==> config.mk <==
export PLATFORM = sky130hd
export DESIGN_NAME = instr_encoder
export DESIGN_NICKNAME = d
export VERILOG_FILES = /design/src/rtl/mips_pkg.sv /design/src/rtl/sync_fifo.sv /design/src/rtl/instr_encoder.sv
export SDC_FILE = /design/constraint.sdc
export NUM_CORES = 1
export LEC_CHECK = 0
export ABC_AREA = 1
export CAP_MARGIN = 10
export CORE_MARGIN = 2
export CORE_UTILIZATION = 45
export CTS_CLUSTER_DIAMETER = 50
export CTS_CLUSTER_SIZE = 24
export DETAILED_ROUTE_END_ITERATION = 7
export PLACE_DENSITY = 0.72
export SKIP_CTS_REPAIR_TIMING = 1
export SLEW_MARGIN = 10
export SYNTH_ARGS = -nofsm -noshare
export SYNTH_HDL_FRONTEND = slang
export SYNTH_SLANG_ARGS = --single-unit
==> constraint.sdc <==
create_clock -name clk -period 2.9 [get_ports clk]
set_input_delay 0.58 -clock clk [delete_from_list [all_inputs] [get_ports clk]]
set_output_delay 0.58 -clock clk [all_outputs]
set_load 0.01 [all_outputs]
==> src/rtl/mips_pkg.sv <==
// Shared MIPS definitions: request kinds, opcodes and the encoder request payload.
//   instr_kind_t - request kind carried on in_kind (values 6 and 7 are illegal)
//   OP_*         - 6-bit primary opcodes, also used by the main decoder
//   instr_req_t  - one encoder request bundled as a packed payload
package mips_pkg;

  localparam int unsigned INSTR_W = 32;
  localparam int unsigned KIND_W  = 3;

  typedef enum logic [KIND_W-1:0] {
    RTYPE = 3'd0,
    LW    = 3'd1,
    SW    = 3'd2,
    BEQ   = 3'd3,
    ADDI  = 3'd4,
    J     = 3'd5
  } instr_kind_t;

  localparam logic [5:0] OP_RTYPE = 6'b000000;
  localparam logic [5:0] OP_LW    = 6'b100011;
  localparam logic [5:0] OP_SW    = 6'b101011;
  localparam logic [5:0] OP_BEQ   = 6'b000100;
  localparam logic [5:0] OP_ADDI  = 6'b001000;
  localparam logic [5:0] OP_J     = 6'b000010;

  // Raw kind kept as plain bits so illegal encodings survive until checked.
  typedef struct packed {
    logic [KIND_W-1:0] kind;
    logic [4:0]        rs;
    logic [4:0]        rt;
    logic [4:0]        rd;
    logic [5:0]        funct;
    logic [15:0]       imm;
    logic [25:0]       target;
  } instr_req_t;

  // True for the six defined kinds.
  function automatic logic kind_legal(input logic [KIND_W-1:0] kind);
    return kind <= KIND_W'(J);
  endfunction

endpackage

==> src/rtl/sync_fifo.sv <==
// Synchronous FIFO with first-word-fall-through read port.
//   clk, reset_n  - clock, async active-low reset (empties the FIFO)
//   clear         - synchronous flush; wins over push/pop in the same cycle
//   push, wdata   - write request (ignored when full)
//   pop           - remove head (ignored when empty)
//   rdata_c       - current head word
//   full_c/empty_c- occupancy flags
module sync_fifo #(
  parameter int unsigned WIDTH = 32,
  parameter int unsigned DEPTH = 4
) (
  input  logic             clk,
  input  logic             reset_n,
  input  logic             clear,
  input  logic             push,
  input  logic [WIDTH-1:0] wdata,
  input  logic             pop,
  output logic [WIDTH-1:0] rdata_c,
  output logic             full_c,
  output logic             empty_c
);

  localparam int unsigned AW = (DEPTH > 1) ? $clog2(DEPTH) : 1;
  localparam int unsigned CW = $clog2(DEPTH + 1);

  logic [WIDTH-1:0] mem [DEPTH];
  logic [AW-1:0]    wr_ptr;
  logic [AW-1:0]    rd_ptr;
  logic [CW-1:0]    count;
  logic             do_push;
  logic             do_pop;

  assign full_c  = (count == CW'(DEPTH));
  assign empty_c = (count == '0);
  assign rdata_c = mem[rd_ptr];
  assign do_push = push && !full_c;
  assign do_pop  = pop && !empty_c;

  // Pointer and occupancy tracking; depth is a power of two so pointers wrap naturally.
  always_ff @(posedge clk or negedge reset_n) begin
    if (!reset_n) begin
      wr_ptr <= '0;
      rd_ptr <= '0;
      count  <= '0;
    end else if (clear) begin
      wr_ptr <= '0;
      rd_ptr <= '0;
      count  <= '0;
    end else begin
      if (do_push) wr_ptr <= wr_ptr + AW'(1);
      if (do_pop)  rd_ptr <= rd_ptr + AW'(1);
      case ({do_push, do_pop})
        2'b10:   count <= count + CW'(1);
        2'b01:   count <= count - CW'(1);
        default: count <= count;
      endcase
    end
  end

  // Storage needs no reset; occupancy alone decides what is valid.
  always_ff @(posedge clk) begin
    if (do_push && !clear) mem[wr_ptr] <= wdata;
  end

endmodule

==> src/rtl/instr_encoder.sv <==
// Encodes MIPS instruction requests into 32-bit words and streams them into
// instruction memory at consecutive byte addresses from BASE_ADDR.
//   clk, reset_n          - clock, async active-low reset
//   clear                 - synchronous restart of the load session
//   in_valid/in_ready     - request handshake; in_kind/in_rs/in_rt/in_rd/in_funct/in_imm/in_target fields
//   imem_we/imem_addr/imem_wdata/imem_ack - memory write handshake
//   err_illegal           - one-cycle pulse after an accepted illegal kind
//   done                  - session has written MAX_WORDS words
//   word_count            - words retired this session
module instr_encoder
  import mips_pkg::*;
#(
  parameter int unsigned DEPTH     = 4,
  parameter logic [31:0] BASE_ADDR = 32'h0000_0000,
  parameter int unsigned MAX_WORDS = 64
) (
  input  logic                             clk,
  input  logic                             reset_n,
  input  logic                             clear,
  input  logic                             in_valid,
  output logic                             in_ready,
  input  logic [2:0]                       in_kind,
  input  logic [4:0]                       in_rs,
  input  logic [4:0]                       in_rt,
  input  logic [4:0]                       in_rd,
  input  logic [5:0]                       in_funct,
  input  logic [15:0]                      in_imm,
  input  logic [25:0]                      in_target,
  output logic                             imem_we,
  output logic [31:0]                      imem_addr,
  output logic [31:0]                      imem_wdata,
  input  logic                             imem_ack,
  output logic                             err_illegal,
  output logic                             done,
  output logic [$clog2(MAX_WORDS+1)-1:0]   word_count
);

  localparam int unsigned CW = $clog2(MAX_WORDS + 1);

  typedef enum logic {
    ST_LOAD = 1'b0,
    ST_DONE = 1'b1
  } state_t;

  state_t             state_q, state_d;
  logic               run_q;
  logic [31:0]        addr_q, addr_d;
  logic [CW-1:0]      cnt_q, cnt_d;
  logic               err_q, err_d;

  instr_req_t         req;
  logic [INSTR_W-1:0] enc_word;
  logic               accept;
  logic               push;
  logic               retire;
  logic               fifo_full;
  logic               fifo_empty;
  logic [INSTR_W-1:0] fifo_head;

  // Field packing per instruction format; fields a format does not use are dropped.
  function automatic logic [INSTR_W-1:0] encode(input instr_req_t r);
    logic [INSTR_W-1:0] w;
    w = '0;
    case (r.kind)
      KIND_W'(RTYPE): w = {OP_RTYPE, r.rs, r.rt, r.rd, 5'b00000, r.funct};
      KIND_W'(LW):    w = {OP_LW,    r.rs, r.rt, r.imm};
      KIND_W'(SW):    w = {OP_SW,    r.rs, r.rt, r.imm};
      KIND_W'(BEQ):   w = {OP_BEQ,   r.rs, r.rt, r.imm};
      KIND_W'(ADDI):  w = {OP_ADDI,  r.rs, r.rt, r.imm};
      KIND_W'(J):     w = {OP_J,     r.target};
      default:        w = '0;
    endcase
    return w;
  endfunction

  assign req = '{kind: in_kind, rs: in_rs, rt: in_rt, rd: in_rd,
                 funct: in_funct, imm: in_imm, target: in_target};
  assign enc_word = encode(req);

  // run_q holds off in_ready for the reset cycle itself.
  assign in_ready = run_q && (state_q == ST_LOAD) && !fifo_full && !clear;
  assign imem_we  = (state_q == ST_LOAD) && !fifo_empty;
  assign accept   = in_valid && in_ready;
  assign push     = accept && kind_legal(in_kind);
  assign retire   = imem_we && imem_ack && !clear;

  assign imem_wdata  = fifo_head;
  assign imem_addr   = addr_q;
  assign word_count  = cnt_q;
  assign err_illegal = err_q;
  assign done        = (state_q == ST_DONE);

  sync_fifo #(
    .WIDTH (INSTR_W),
    .DEPTH (DEPTH)
  ) u_fifo (
    .clk     (clk),
    .reset_n (reset_n),
    .clear   (clear),
    .push    (push),
    .wdata   (enc_word),
    .pop     (retire),
    .rdata_c (fifo_head),
    .full_c  (fifo_full),
    .empty_c (fifo_empty)
  );

  // State, address and count registers.
  always_ff @(posedge clk or negedge reset_n) begin
    if (!reset_n) begin
      state_q <= ST_LOAD;
      run_q   <= 1'b0;
      addr_q  <= BASE_ADDR;
      cnt_q   <= '0;
      err_q   <= 1'b0;
    end else begin
      state_q <= state_d;
      run_q   <= 1'b1;
      addr_q  <= addr_d;
      cnt_q   <= cnt_d;
      err_q   <= err_d;
    end
  end

  // Next-state: clear restarts the session; the MAX_WORDS-th retire enters DONE.
  always_comb begin
    state_d = state_q;
    addr_d  = addr_q;
    cnt_d   = cnt_q;
    err_d   = 1'b0;
    if (clear) begin
      state_d = ST_LOAD;
      addr_d  = BASE_ADDR;
      cnt_d   = '0;
    end else begin
      err_d = accept && !kind_legal(in_kind);
      if (retire) begin
        addr_d = addr_q + 32'd4;
        cnt_d  = cnt_q + CW'(1);
        if (cnt_q == CW'(MAX_WORDS - 1)) state_d = ST_DONE;
      end
    end
  end

endmodule

== Word-level counts from Yosys, hierarchy flattened ==
Memory sizes are Yosys's and may differ from the RTL's.
Index checks and enable logic that the tools add are counted.

* Flip-flop bits (word level): 49
* Latch bits: 0
* Memory bits (writable): 128
* ROM bits: 0
* Input bits: 71
* Memories kept: 1

{| class="wikitable"
|+ Memories
! memory !! depth !! width !! read ports !! clocked after memory_dff !! wr ports !! RTL line !! text
|-
| u_fifo.mem || 4 || 32 || 1 || 0 || 1 || sync_fifo.sv:26 || <nowiki>logic [WIDTH-1:0] mem [DEPTH];</nowiki>
|}

* Add/subtract/negate cells: 6
* Multipliers: 0
* Divide/modulo/power cells: 0
* Magnitude comparators: 1
* Equality and inequality tests: 9
* Shift operators: 0
* Muxes and demuxes: 17
* Bitwise gates (word level): 1
* Reductions and logical operators: 24

{| class="wikitable"
|+ Operators with widths
! kind !! number
|-
| $pmux W32 S6 || 1
|-
| $mux W32 || 2
|-
| $add A32 B3 Y32 const B || 1
|-
| $mux W7 || 2
|-
| $logic_and A1 B1 Y1 || 12
|-
| $eq A3 B3 Y1 const B || 3
|-
| $mux W2 || 4
|-
| $reduce_bool A2 Y1 || 4
|-
| $add A7 B1 Y7 const B || 1
|-
| $eq A7 B6 Y1 const B || 1
|-
| $eq A3 B2 Y1 const B || 2
|-
| $logic_not A3 Y1 || 2
|-
| $mux W1 || 6
|-
| $pmux W3 S2 || 1
|-
| $add A2 B1 Y2 const B || 2
|-
| $logic_not A1 Y1 || 4
|-
| $add A3 B1 Y3 const B || 1
|-
| $eq A3 B1 Y1 const B || 1
|-
| $le A3 B3 Y1 const B || 1
|-
| $mux W3 || 1
|-
| $reduce_bool A3 Y1 || 1
|-
| $sub A3 B1 Y3 const B || 1
|-
| $eq A2 B1 Y1 const B || 1
|-
| $eq A2 B2 Y1 const B || 1
|-
| 2 further kinds || 2
|}

== Longest topological paths before layout ==
Gate-level depths: netlist of the first run.

* Depth after elaboration: 10
* Gate-level depth with buffers: 14

== Hierarchy ==
From an unflattened synthesis of the first run, not the netlist that was laid out.

* Cells, all modules: 784
* Area, all modules: 7995.2 µm²

{| class="wikitable"
|+ Modules (own cells, without submodules)
! module !! instances !! cells each !! area an instance (µm²) !! seq. area each (µm²)
|-
| sync_fifo || 1 || 379 || 5288.8 || 4018.9
|-
| instr_encoder || 1 || 405 || 2706.3 || 1001.0
|}

== Worst setup path before layout of the first run ==
Ideal clock, no wire load.

* Path kind: input to register
* Start point: input clear
* End point: memory u_fifo.mem[0][0], enable pin
* Data arrival time: 2.396 ns
* Data required time: 2.483 ns
* Setup slack: 0.087 ns
* Stages: 6
* Cells stage by stage: buf_6 -> inv_6 -> nand2_1 -> nor2_2 -> nand4_4 -> nor2_1

* Longest elaborated chain between the ends: 8

{| class="wikitable"
|+ Ends and longest elaborated chain
! what !! RTL line !! text
|-
| from (decl) || instr_encoder.sv:19 || <nowiki>input logic clear,</nowiki>
|-
| $logic_not A1 Y1 (*) || sync_fifo.sv:62, instr_encoder.sv:81 ||
|-
| $logic_and A1 B1 Y1 || instr_encoder.sv:81 || <nowiki>assign in_ready = run_q && (state_q == ST_LOAD) && !fifo_full && !clear;</nowiki>
|-
| $logic_and A1 B1 Y1 || instr_encoder.sv:83 || <nowiki>assign accept = in_valid && in_ready;</nowiki>
|-
| $logic_and A1 B1 Y1 || instr_encoder.sv:84 || <nowiki>assign push = accept && kind_legal(in_kind);</nowiki>
|-
| $logic_and A1 B1 Y1 || sync_fifo.sv:36 || <nowiki>assign do_push = push && !full_c;</nowiki>
|-
| $logic_and A1 B1 Y1 (*) || sync_fifo.sv:62 || <nowiki>if (do_push && !clear) mem[wr_ptr] <= wdata;</nowiki>
|-
| $mux W1 (*) || sync_fifo.sv:62 ||
|-
| $mux W1 (implied by the code) (*) || sync_fifo.sv:62 ||
|-
| to (decl) || sync_fifo.sv:26 ||
|}

Every way passes the cells marked *; elsewhere a longest branch is shown, timed or not.

== Worst setup path in the final report of the first run ==
* Start point: register u_fifo.rd_ptr[0]
* End point: output imem_wdata[8]

* Longest elaborated chain between the ends: 1

{| class="wikitable"
|+ Ends and longest elaborated chain
! what !! RTL line !! text
|-
| from (decl) || sync_fifo.sv:28 || <nowiki>logic [AW-1:0] rd_ptr;</nowiki>
|-
| from (signal assigned) || sync_fifo.sv:51 || <nowiki>if (do_pop) rd_ptr <= rd_ptr + AW'(1);</nowiki>
|-
| $mem_v2 Z4 W32 || -- ||
|-
| to (decl) || instr_encoder.sv:31 || <nowiki>output logic [31:0] imem_wdata,</nowiki>
|}

Every way passes these cells.

==> reports/qor.yml, run 1 <==
status:
  outcome: "complete, no violations"
synthesis:
  synth-compound-area-share_pct: 11.0
  synthArstFlopShare_pct: 28.1
  synth-xor-area-share_pct: 0.563
  synth_cell_type_count: 37
  synth_top_flop_cell: "edfxtp_1"
  yosysSeqAreaShare_pct: 61.5
  yosys.area_share.adder_pct: 1.22
  yosysWarnings: 0
  synthCells: 804
  yosys_register_bits: 167
  synth-edff-count: 120
  syn_avg_cell_area_um2: 9.67
  synthMuxAreaShare_pct: 0
  synth_top_family_by_area: "simple AND/OR/NAND/NOR gates"
  syn_area_mm2: 0.00777
  synthSimpleGateAreaFrac_pct: 20.5
die:
  dieWidth_um: 135
  fp-row-count: 48
  pin_count: 146
  initial_core_util_pct: 45.4
  dieArea_mm2: 0.0183
  dieHeight_um: 135
  coreArea_mm2: 0.0171
setup_path:
  worstPathMaxFanout: 23
  required_ns: 2.32
  crit_path_start_kind: "register"
  endpoint_kind: "primary output"
  cp_slowest_stage_delay_ns: 0.53
  criticalPathCategory: "reg -> out"
  crit_slowest_cell: "clkdlybuf4s50_1"
  arrival_ns: 2.22
  worstPathCellList: "clkinvlp_4 > buf_6 > o21ai_0 > o22ai_1 > clkdlybuf4s50_1"
  reg2reg_slack_ns: 0.94
timing:
  slew_headroom_pct: 57.1
  period_needed_ns: 2.80
  setup_viol: 0
  fin_setup_tns_ns: 0
  post-route-period-util_pct: 96.5
  fmax_mhz: 357
  hold_violations: 0
  skew_ns: 0.0107
  drv_slew: 0
  worstMarginPinSlew_ns: 0.643
clocking:
  cts_sinks: 167
  cts_tree: "yes"
  clock_path_buffers: 2
  insertion_delay_ns: 0.43
  htree_levels: 4
  cts_root_buf: "clkbuf_16"
  clk_pin_slew_ns: 0.07
  numCtsBuffers: 17
pwr:
  total_power_w: 0.00655
  power_density_mw_per_mm2: 643
  p_leak_nw: 3.77
  peakVddDrop_uv: 428
grt:
  grt_max_degree: 62
  gr-total-overflow: 0
  grt_pass1_vias: 5885
  track_usage_pct: 21.0
  antenna_found_initial: 0
  grt_pass1_wl_mm: 29.7
placement:
  dp.cells: 1157
  hpwlAfterDp_mm: 12.7
  io_buffers: 142
  place_congestion: 0.904
detailed_routing:
  via_count: 6274
  drc: 0
  ant_nets: 0
  routedWlPerCell_um: 15.9
  drt_iter0_markers: 398
  via_per_inst: 5.26
  routed_wl_mm: 18.9
  dr.pass1.iters: 5
cells_and_area:
  n_antenna_cell: 0
  nFillCells: 1471
  fin_util_pct: 59.5
  synthToLayoutAreaGrowth_pct: 31.1
  final_cells: 1193
  final-seq-area_mm2: 0.00478
  multiInputGateArea_mm2: 0.00261
  layout.nets: 1033
  drive_gt1_share_pct: 9.19
worst_hold_path:
  worstHoldPathType: "in -> async"
run:
  max_cap_violations: 0
## power by group
group / internal [W] / total (W) / leakage (nW) / switching, W
clock network: 0.00131 / 0.00230 / 0.295 / 0.000992
registers: 0.00265 / 0.00272 / 1.74 / 0.0000686
logic: 0.000685 / 0.00153 / 1.73 / 0.000840
## per-stage QoR
stage	hold WS, ns	setup slack [ns]	cell area (µm²)
after floorplan	0.284	0.0868	7780
final	0.105	0.101	10200
after global routing	0.128	-0.00449	10200
after detailed placement	0.486	0.270	9540
after global placement	0.487	0.289	9540
after CTS	0.109	-0.160	10100
## flip-flops by register name, indices dropped and copies added (netlist names)
signal,flops
run_q,1
done,1
u_fifo.mem,120
err_illegal,1
u_fifo.wr_ptr,2
imem_addr,30
u_fifo.count,3
word_count,7
u_fifo.rd_ptr,2
## cell families after synthesis
group,Yosys count
AO/OA/AOI/OAI,157
adder cells (fa/ha/maj),7
AND/OR/NAND/NOR,372
flip-flops,167
other,2
XOR/XNOR,5
buffers and inverters,94
## routing by layer
metal / GRT usage [%] / share of wire (%)
met4: 6.77 / 1.7
met5: 0 / 0
met2: 35.5 / 49
met3: 4.83 / 5.8
met1: 27.0 / 43
## final cells by class
cell class	instances	area share, %
Multi-Input combinational cell	545	25.6
Tap cell	225	2.76
Timing Repair Buffer	167	16.5
Inverter	57	2.19
Clock buffer	17	4.18
Sequential cell	167	46.9
Clock inverter	15	1.79
## synthesized netlist by cell type (2+ instances only)
master / count / area (µm²)
nand2_2: 3 / 18.8
ha_1: 6 / 75.1
clkbuf_1: 21 / 78.8
buf_2: 8 / 40.0
xnor2_1: 2 / 17.5
o21ai_1: 6 / 30.0
nand3_2: 2 / 20.0
nand2_1: 175 / 657
nor2_2: 11 / 68.8
o21ai_0: 96 / 480
nand3_1: 37 / 185
dfrtp_1: 47 / 1180
inv_1: 52 / 195
inv_2: 3 / 11.3
nor3_1: 2 / 10.0
nand4_1: 12 / 75.1
nor2_1: 120 / 450
nor3_2: 4 / 40.0
buf_4: 6 / 45.0
edfxtp_1: 120 / 3600
xor2_1: 3 / 26.3
a22o_1: 7 / 61.3
conb_1: 2 / 7.51
o22ai_1: 31 / 194
a21oi_1: 16 / 80.1
## final timing paths
check	from	end	cells after the start
min reg2reg	word_count[5]$_DFFE_PN0P_	word_count[5]$_DFFE_PN0P_	1
min in group clk	word_count[5]$_DFFE_PN0P_	word_count[5]$_DFFE_PN0P_	1
max in group asynchronous	reset_n	err_illegal$_DFF_PN0_	2
max	u_fifo.rd_ptr[0]$_DFFE_PN0P_	imem_wdata[8]	5
min	reset_n	imem_addr[23]$_DFFE_PN0P_	1
max reg2reg	u_fifo.count[0]$_DFFE_PN0P_	imem_addr[3]$_DFFE_PN0P_	7
## layout by cell type (no fill, tap or decap), types with 15 or more instances in the layout
| cell | n |
|---|---|
| dfrtp_1 | 47 |
| edfxtp_1 | 120 |
| nor2_2 | 15 |
| nand2_1 | 175 |
| a21oi_1 | 16 |
| nor2_1 | 116 |
| clkdlybuf4s50_1 | 141 |
| clkbuf_16 | 17 |
| inv_1 | 52 |
| o22ai_1 | 31 |
| buf_4 | 18 |
| o21ai_0 | 96 |
| nand3_1 | 37 |
## critical path: cells and delay by family, from the launching register on
family / cells / cell delay, ns
buffers and inverters: 3 / 1.03
flip-flops: 1 / 0.43
AO/OA/AOI/OAI: 2 / 0.34
(Power assumes the default switching activity.)
==> inputs of run 2 (changes only) <==
CORE_ASPECT_RATIO = 1.1   (was not set)
MAX_ROUTING_LAYER = met4   (was not set)
==> run 2 against run 1 <==
  * Non-clock buffer count fell by 5
  * Cell area down 0.48%
  * Global-route usage up 0.65 points
  * Hold slack got worse by 0.067 ns
  * Flip-flop and latch count stayed put
  * Count of clock-buffer cells in the layout rose by 1
  * Clock skew decreased by 0.0025 ns
  * Clock power down 7%
  * Critical endpoint is now imem_wdata[25]
==> reports/qor.yml, run 2 (same netlist as run 1, synthesis figures left out) <==
cells_and_area:
  regMostFlops: "u_fifo.mem"
  final_cell_mix: "nand2_1, clkdlybuf4s50_1, edfxtp_1"
  final-seq-area_mm2: 0.00478  # about the same
  largest_register_ffs: 120  # unchanged
  multiInputGateArea_mm2: 0.00262  # +0.24%
  n_antenna_cell: 0  # unchanged
  fin_util_pct: 59.8  # +0.28 points
  final_common_cell: "nand2_1"
  layout.nets: 1028  # -0.48%
  final_cells: 1197  # +0.34%
  nFillCells: 1430  # -2.8%
  synthToLayoutAreaGrowth_pct: 30.4
  drive_gt1_share_pct: 8.93  # -0.26 points
pwr:
  p_comb_share_pct: 23.7  # +0.4 points
  seqPwrFrac_pct: 42.7  # +1.1 points
  peakVddDrop_uv: 343  # -20%
  total_power_w: 0.00639  # -2.4%
  p_leak_nw: 3.73  # -1.1%
  clkPwrFrac_pct: 33.6  # -1.5 points
  p_sw_w: 0.00186  # -2.3%
  p_int_w: 0.00453  # -2.4%
  switching_share_pct: 29.1  # about the same
  power_density_mw_per_mm2: 630  # -1.9%
detailed_routing:
  dr.pass1.iters: 5  # unchanged
  routedWlPerCell_um: 15.9  # +0.21%
  via_count: 6240  # -0.54%
  drc: 0  # unchanged
  routed_wl_mm: 19.1  # +0.54%
  drt_iter0_markers: 441  # +11%
  ant_nets: 0  # unchanged
  via_per_inst: 5.21  # -0.87%
grt:
  track_usage_pct: 21.7  # +0.65 points
  grt_pass1_wl_mm: 29.6  # -0.19%
  antenna_found_initial: 0  # unchanged
  grt_pass1_vias: 5966  # +1.4%
  grt_max_degree: 62  # unchanged
  gr-total-overflow: 0  # unchanged
clocking:
  cts_tree: "yes"
  cts_sinks: 167  # unchanged
  htree_levels: 4  # unchanged
  clock_path_buffers: 2  # unchanged
  clk_pin_slew_ns: 0.07  # about the same
  insertion_delay_ns: 0.42  # about the same
  cts_root_buf: "clkbuf_16"
  numCtsBuffers: 17  # unchanged
die:
  initial_core_util_pct: 45.8  # +0.44 points
  fp-row-count: 50  # +4.2%
  dieArea_mm2: 0.0183  # about the same
  pin_count: 146  # unchanged
  coreArea_mm2: 0.0170  # -0.95%
  dieHeight_um: 142  # +4.7%
  dieWidth_um: 129  # -4.5%
setup_path:
  regToRegEndpoint: "u_fifo.count[2]$_DFFE_PN0P_"
  arrival_ns: 2.15  # -0.07 ns
  r2r-start: "u_fifo.count[0]$_DFFE_PN0P_"
  criticalPathCategory: "reg -> out"
  required_ns: 2.32  # about the same
  crit_path_start_kind: "register"
  endpoint_kind: "primary output"
  reg2reg_slack_ns: 0.92  # -0.02 ns
  r2r_cells: 13  # +6
  worstPathMaxFanout: 27  # +17%
placement:
  io_buffers: 142  # unchanged
  dp.cells: 1165  # +0.69%
  place_congestion: 0.916  # +1.4%
  hpwlAfterDp_mm: 12.3  # -3.0%
timing:
  fmax_mhz: 367  # +2.6%
  period_needed_ns: 2.73  # -0.0719 ns
  skew_ns: 0.00815  # -0.00255 ns
  drv_slew: 0  # unchanged
  worstMarginPinSlew_ns: 0.824  # +0.181 ns
  fin_setup_tns_ns: 0  # unchanged
  rsz0062_at_grt: "no"
  setup_viol: 0  # unchanged
  slew_headroom_pct: 45.0  # -12 points
  hold_slack_ns: 0.0378  # -0.0670 ns
  hold_violations: 0  # unchanged
  post-route-period-util_pct: 94.1  # -2.5 points
run:
  max_cap_violations: 0  # unchanged
status:
  outcome: "complete, no violations"
worst_hold_path:
  worstHoldPathType: "in -> async"
==> run 2: worst max-delay path by stage <==
stage	startpoint	end	slack, ns	depth (start not counted)
3_3_place_gp	clear	in_ready	0.29	6
4_1_cts	u_fifo.rd_ptr[1]$_DFFE_PN0P_	imem_wdata[31]	-0.01	4
5_1_grt	u_fifo.rd_ptr[1]$_DFFE_PN0P_	imem_wdata[14]	0.07	5
2_1_floorplan	clear	u_fifo.mem[0][0]$_DFFE_PP_	0.09	6
6_report	u_fifo.rd_ptr[1]$_DFFE_PN0P_	imem_wdata[25]	0.17	5
3_5_place_dp	clear	in_ready	0.27	6
==> run 2: metal layers <==
layer,routed length [µm],up-vias,GRT usage [%]
li1,-,3030,-
met1,8010,2941,27.1
met2,9410,235,35.2
met5,0,-,-
met3,1270,34,4.22
met4,365,0,7.89
==> run 2: through the flow <==
step	setup WS, ns	cell area [µm²]
global placement	0.292	9560
CTS	-0.0138	10100
global route	0.0713	10100
detailed placement	0.275	9560
finish	0.172	10100
floorplan	0.0868	7780
==> run 2: final cells by class <==
class                   instances  share of cell area (%)
flip-flops and latches        167                    47.2
multi-input cells             545                    25.8
repair buffers                162                    16.4
clock buffers                  18                    4.23
well taps                     234                    2.89
inverters                      57                    2.16
clock inverters                14                    1.37
==> run 2: power by group through the flow <==
stage                     Combinational [W]  Clock, W  Sequential, W
after global placement              0.00150         0        0.00277
final                               0.00151   0.00215        0.00273
after floorplan                    0.000782         0        0.00276
after CTS                           0.00152   0.00219        0.00273
after detailed placement            0.00151         0        0.00277
after global routing                0.00166   0.00231        0.00274
==> run 2: critical path, stage by stage (launching register included) <==
cell,delay [ns]
dfrtp_2,0.48
inv_1,0.14
buf_12,0.19
o21ai_0,0.10
o22ai_1,0.22
clkdlybuf4s50_1,0.59
==> inputs of run 3 (changes only) <==
--- a/config.mk
+++ b/config.mk
@@ -8,2 +8,3 @@
 export ABC_AREA = 1
+export ABC_CLOCK_PERIOD_IN_PS = 2900
 export CAP_MARGIN = 10
==> constraint.sdc (replaced) <==
create_clock -name clk -period 2.9 [get_ports clk]
set_input_delay 0.29 -clock clk [delete_from_list [all_inputs] [get_ports clk]]
set_output_delay 0.29 -clock clk [all_outputs]
set_load 0.01 [all_outputs]
==> run 3 against run 2 <==
  * Count of clock-buffer cells in the layout down 1
  * Largest power group unchanged
  * Via count is 1.2% lower
  * Sequential power barely moved
  * Die area stayed put
  * Routed wire length decreased by 0.93%
  * Clock power is essentially flat
  * Clock skew increased by 0.0021 ns
  * Critical path depth shrank 1
  * Combinational power about the same
  * Register-to-register slack worse by 0.24 ns
  * Sequential share of layout area is 0.14 points higher
  * Non-clock buffer count did not move
==> reports/qor.yml, run 3 (same netlist as run 1, synthesis figures left out) <==
status:
  outcome: "complete, no violations"
die:
  fp-row-count: 50  # unchanged
  initial_core_util_pct: 45.8  # unchanged
  dieArea_mm2: 0.0183  # unchanged
  dieHeight_um: 142  # unchanged
  coreArea_mm2: 0.0170  # unchanged
  dieWidth_um: 129  # unchanged
  pin_count: 146  # unchanged
pwr:
  total_power_w: 0.00637  # -0.29%
  power_density_mw_per_mm2: 630  # about the same
  peakVddDrop_uv: 389  # +13%
  p_leak_nw: 3.73  # about the same
setup_path:
  crit_path_start_kind: "register"
  worstPathMaxFanout: 61  # +130%
  r2r_cells: 13  # unchanged
  required_ns: 2.61  # +0.29 ns
  criticalPathCategory: "reg -> out"
  endpoint_kind: "primary output"
  arrival_ns: 2.42  # +0.27 ns
placement:
  place_congestion: 0.907  # -0.99%
  dpl-instance-area_mm2: 0.00953  # -0.34%
  hpwlAfterDp_mm: 12.8  # +3.9%
  io_buffers: 142  # unchanged
  post-place-ws_ns: 0.481  # +0.206 ns
detailed_routing:
  via_per_inst: 5.15  # -1.2%
  drc: 0  # unchanged
  drt_iter0_markers: 415  # -5.9%
  routed_wl_mm: 18.9  # -0.93%
  via_count: 6165  # -1.2%
  routedWlPerCell_um: 15.8  # -0.93%
  ant_nets: 0  # unchanged
  dr.pass1.iters: 5  # unchanged
timing:
  drv_slew: 0  # unchanged
  fin_setup_tns_ns: 0  # unchanged
  skew_ns: 0.0102  # +0.00207 ns
  rsz0062_at_grt: "no"
  hold_slack_ns: 0.447  # +0.409 ns
  fin_ws_ns: 0.190  # +0.0178 ns
  fmax_mhz: 369  # +0.66%
  post-route-period-util_pct: 93.4  # -0.61 points
  setup_viol: 0  # unchanged
  worstMarginPinSlew_ns: 0.776  # -0.0483 ns
  period_needed_ns: 2.71  # -0.0178 ns
  slew_headroom_pct: 48.1  # +3.1 points
  hold_violations: 0  # unchanged
clocking:
  numCtsBuffers: 17  # unchanged
  cts_root_buf: "clkbuf_16"
  htree_levels: 4  # unchanged
  clk_pin_slew_ns: 0.07  # about the same
  cts_sinks: 167  # unchanged
  clock_path_buffers: 2  # unchanged
  insertion_delay_ns: 0.43  # about the same
  cts_tree: "yes"
cells_and_area:
  multiInputGateArea_mm2: 0.00261  # -0.24%
  synthToLayoutAreaGrowth_pct: 30.0
  nFillCells: 1430  # unchanged
  final_cell_mix: "nand2_1, clkdlybuf4s50_1, edfxtp_1"
  regMostFlops: "u_fifo.mem"
  layout.nets: 1028  # unchanged
  largest_register_ffs: 120  # unchanged
  drive_gt1_share_pct: 8.62  # -0.31 points
  final_common_cell: "nand2_1"
  n_antenna_cell: 0  # unchanged
  final-seq-area_mm2: 0.00478  # about the same
  postLayoutCellArea_mm2: 0.0101  # -0.32%
grt:
  grt_max_degree: 62  # unchanged
  gr-total-overflow: 0  # unchanged
  grt_pass1_vias: 5887  # -1.3%
  antenna_found_initial: 0  # unchanged
  track_usage_pct: 21.8  # +0.095 points
  grt_pass1_wl_mm: 29.9  # +0.91%
worst_hold_path:
  worstHoldPathType: "in -> async"
run:
  max_cap_violations: 0  # unchanged
[run 3: power breakdown]
| group | internal [W] | switching, W | leakage (nW) |
|---|---|---|---|
| clock | 0.00120 | 0.000954 | 0.277 |
| combinational | 0.000665 | 0.000832 | 1.71 |
| sequential | 0.00266 | 0.0000621 | 1.74 |
[run 3: worst paths after layout]
| kind | from | endpoint | slack, ns |
|---|---|---|---|
| max reg2reg | u_fifo.count[0]$_DFFE_PN0P_ | u_fifo.count[2]$_DFFE_PN0P_ | 0.68 |
| min | reset_n | word_count[4]$_DFFE_PN0P_ | 0.45 |
| max in group asynchronous | reset_n | imem_addr[28]$_DFFE_PN0P_ | 1.73 |
| max | u_fifo.rd_ptr[0]$_DFFE_PN0P_ | imem_wdata[27] | 0.19 |
| min reg2reg | word_count[5]$_DFFE_PN0P_ | word_count[5]$_DFFE_PN0P_ | 0.53 |
| min in group clk | word_count[5]$_DFFE_PN0P_ | word_count[5]$_DFFE_PN0P_ | 0.53 |
[run 3: cell type report]
class,instances,share of cell area [%]
clock buffers,17,4.21
clock inverters,15,1.39
inverters,57,2.20
multi-input cells,545,25.9
flip-flops and latches,167,47.3
well taps,234,2.90
repair buffers,162,16.1
[run 3: metal layers]
layer  share of wire, %  vias up  GRT usage (%)
li1                   -     3037              -
met5                  0        -              -
met4                2.4        0           8.01
met1                 42     2855           26.8
met3                7.6       37           5.17
met2                 48      236           35.1
[run 3: critical path: stages, from the launching register on]
cell and delay (ns):
dfrtp_2 0.38, buf_4 0.50, o21ai_0 0.18, o22ai_1 0.31, clkdlybuf4s50_1 0.60
[run 3: through the flow]
step / utilization, % / std cells
6_report: 59.6 / 1197
4_1_cts: 59.5 / 1196
3_5_place_dp: 56.2 / 1164
2_1_floorplan: - / 806
3_3_place_gp: 56.2 / 1164
5_1_grt: 59.6 / 1197
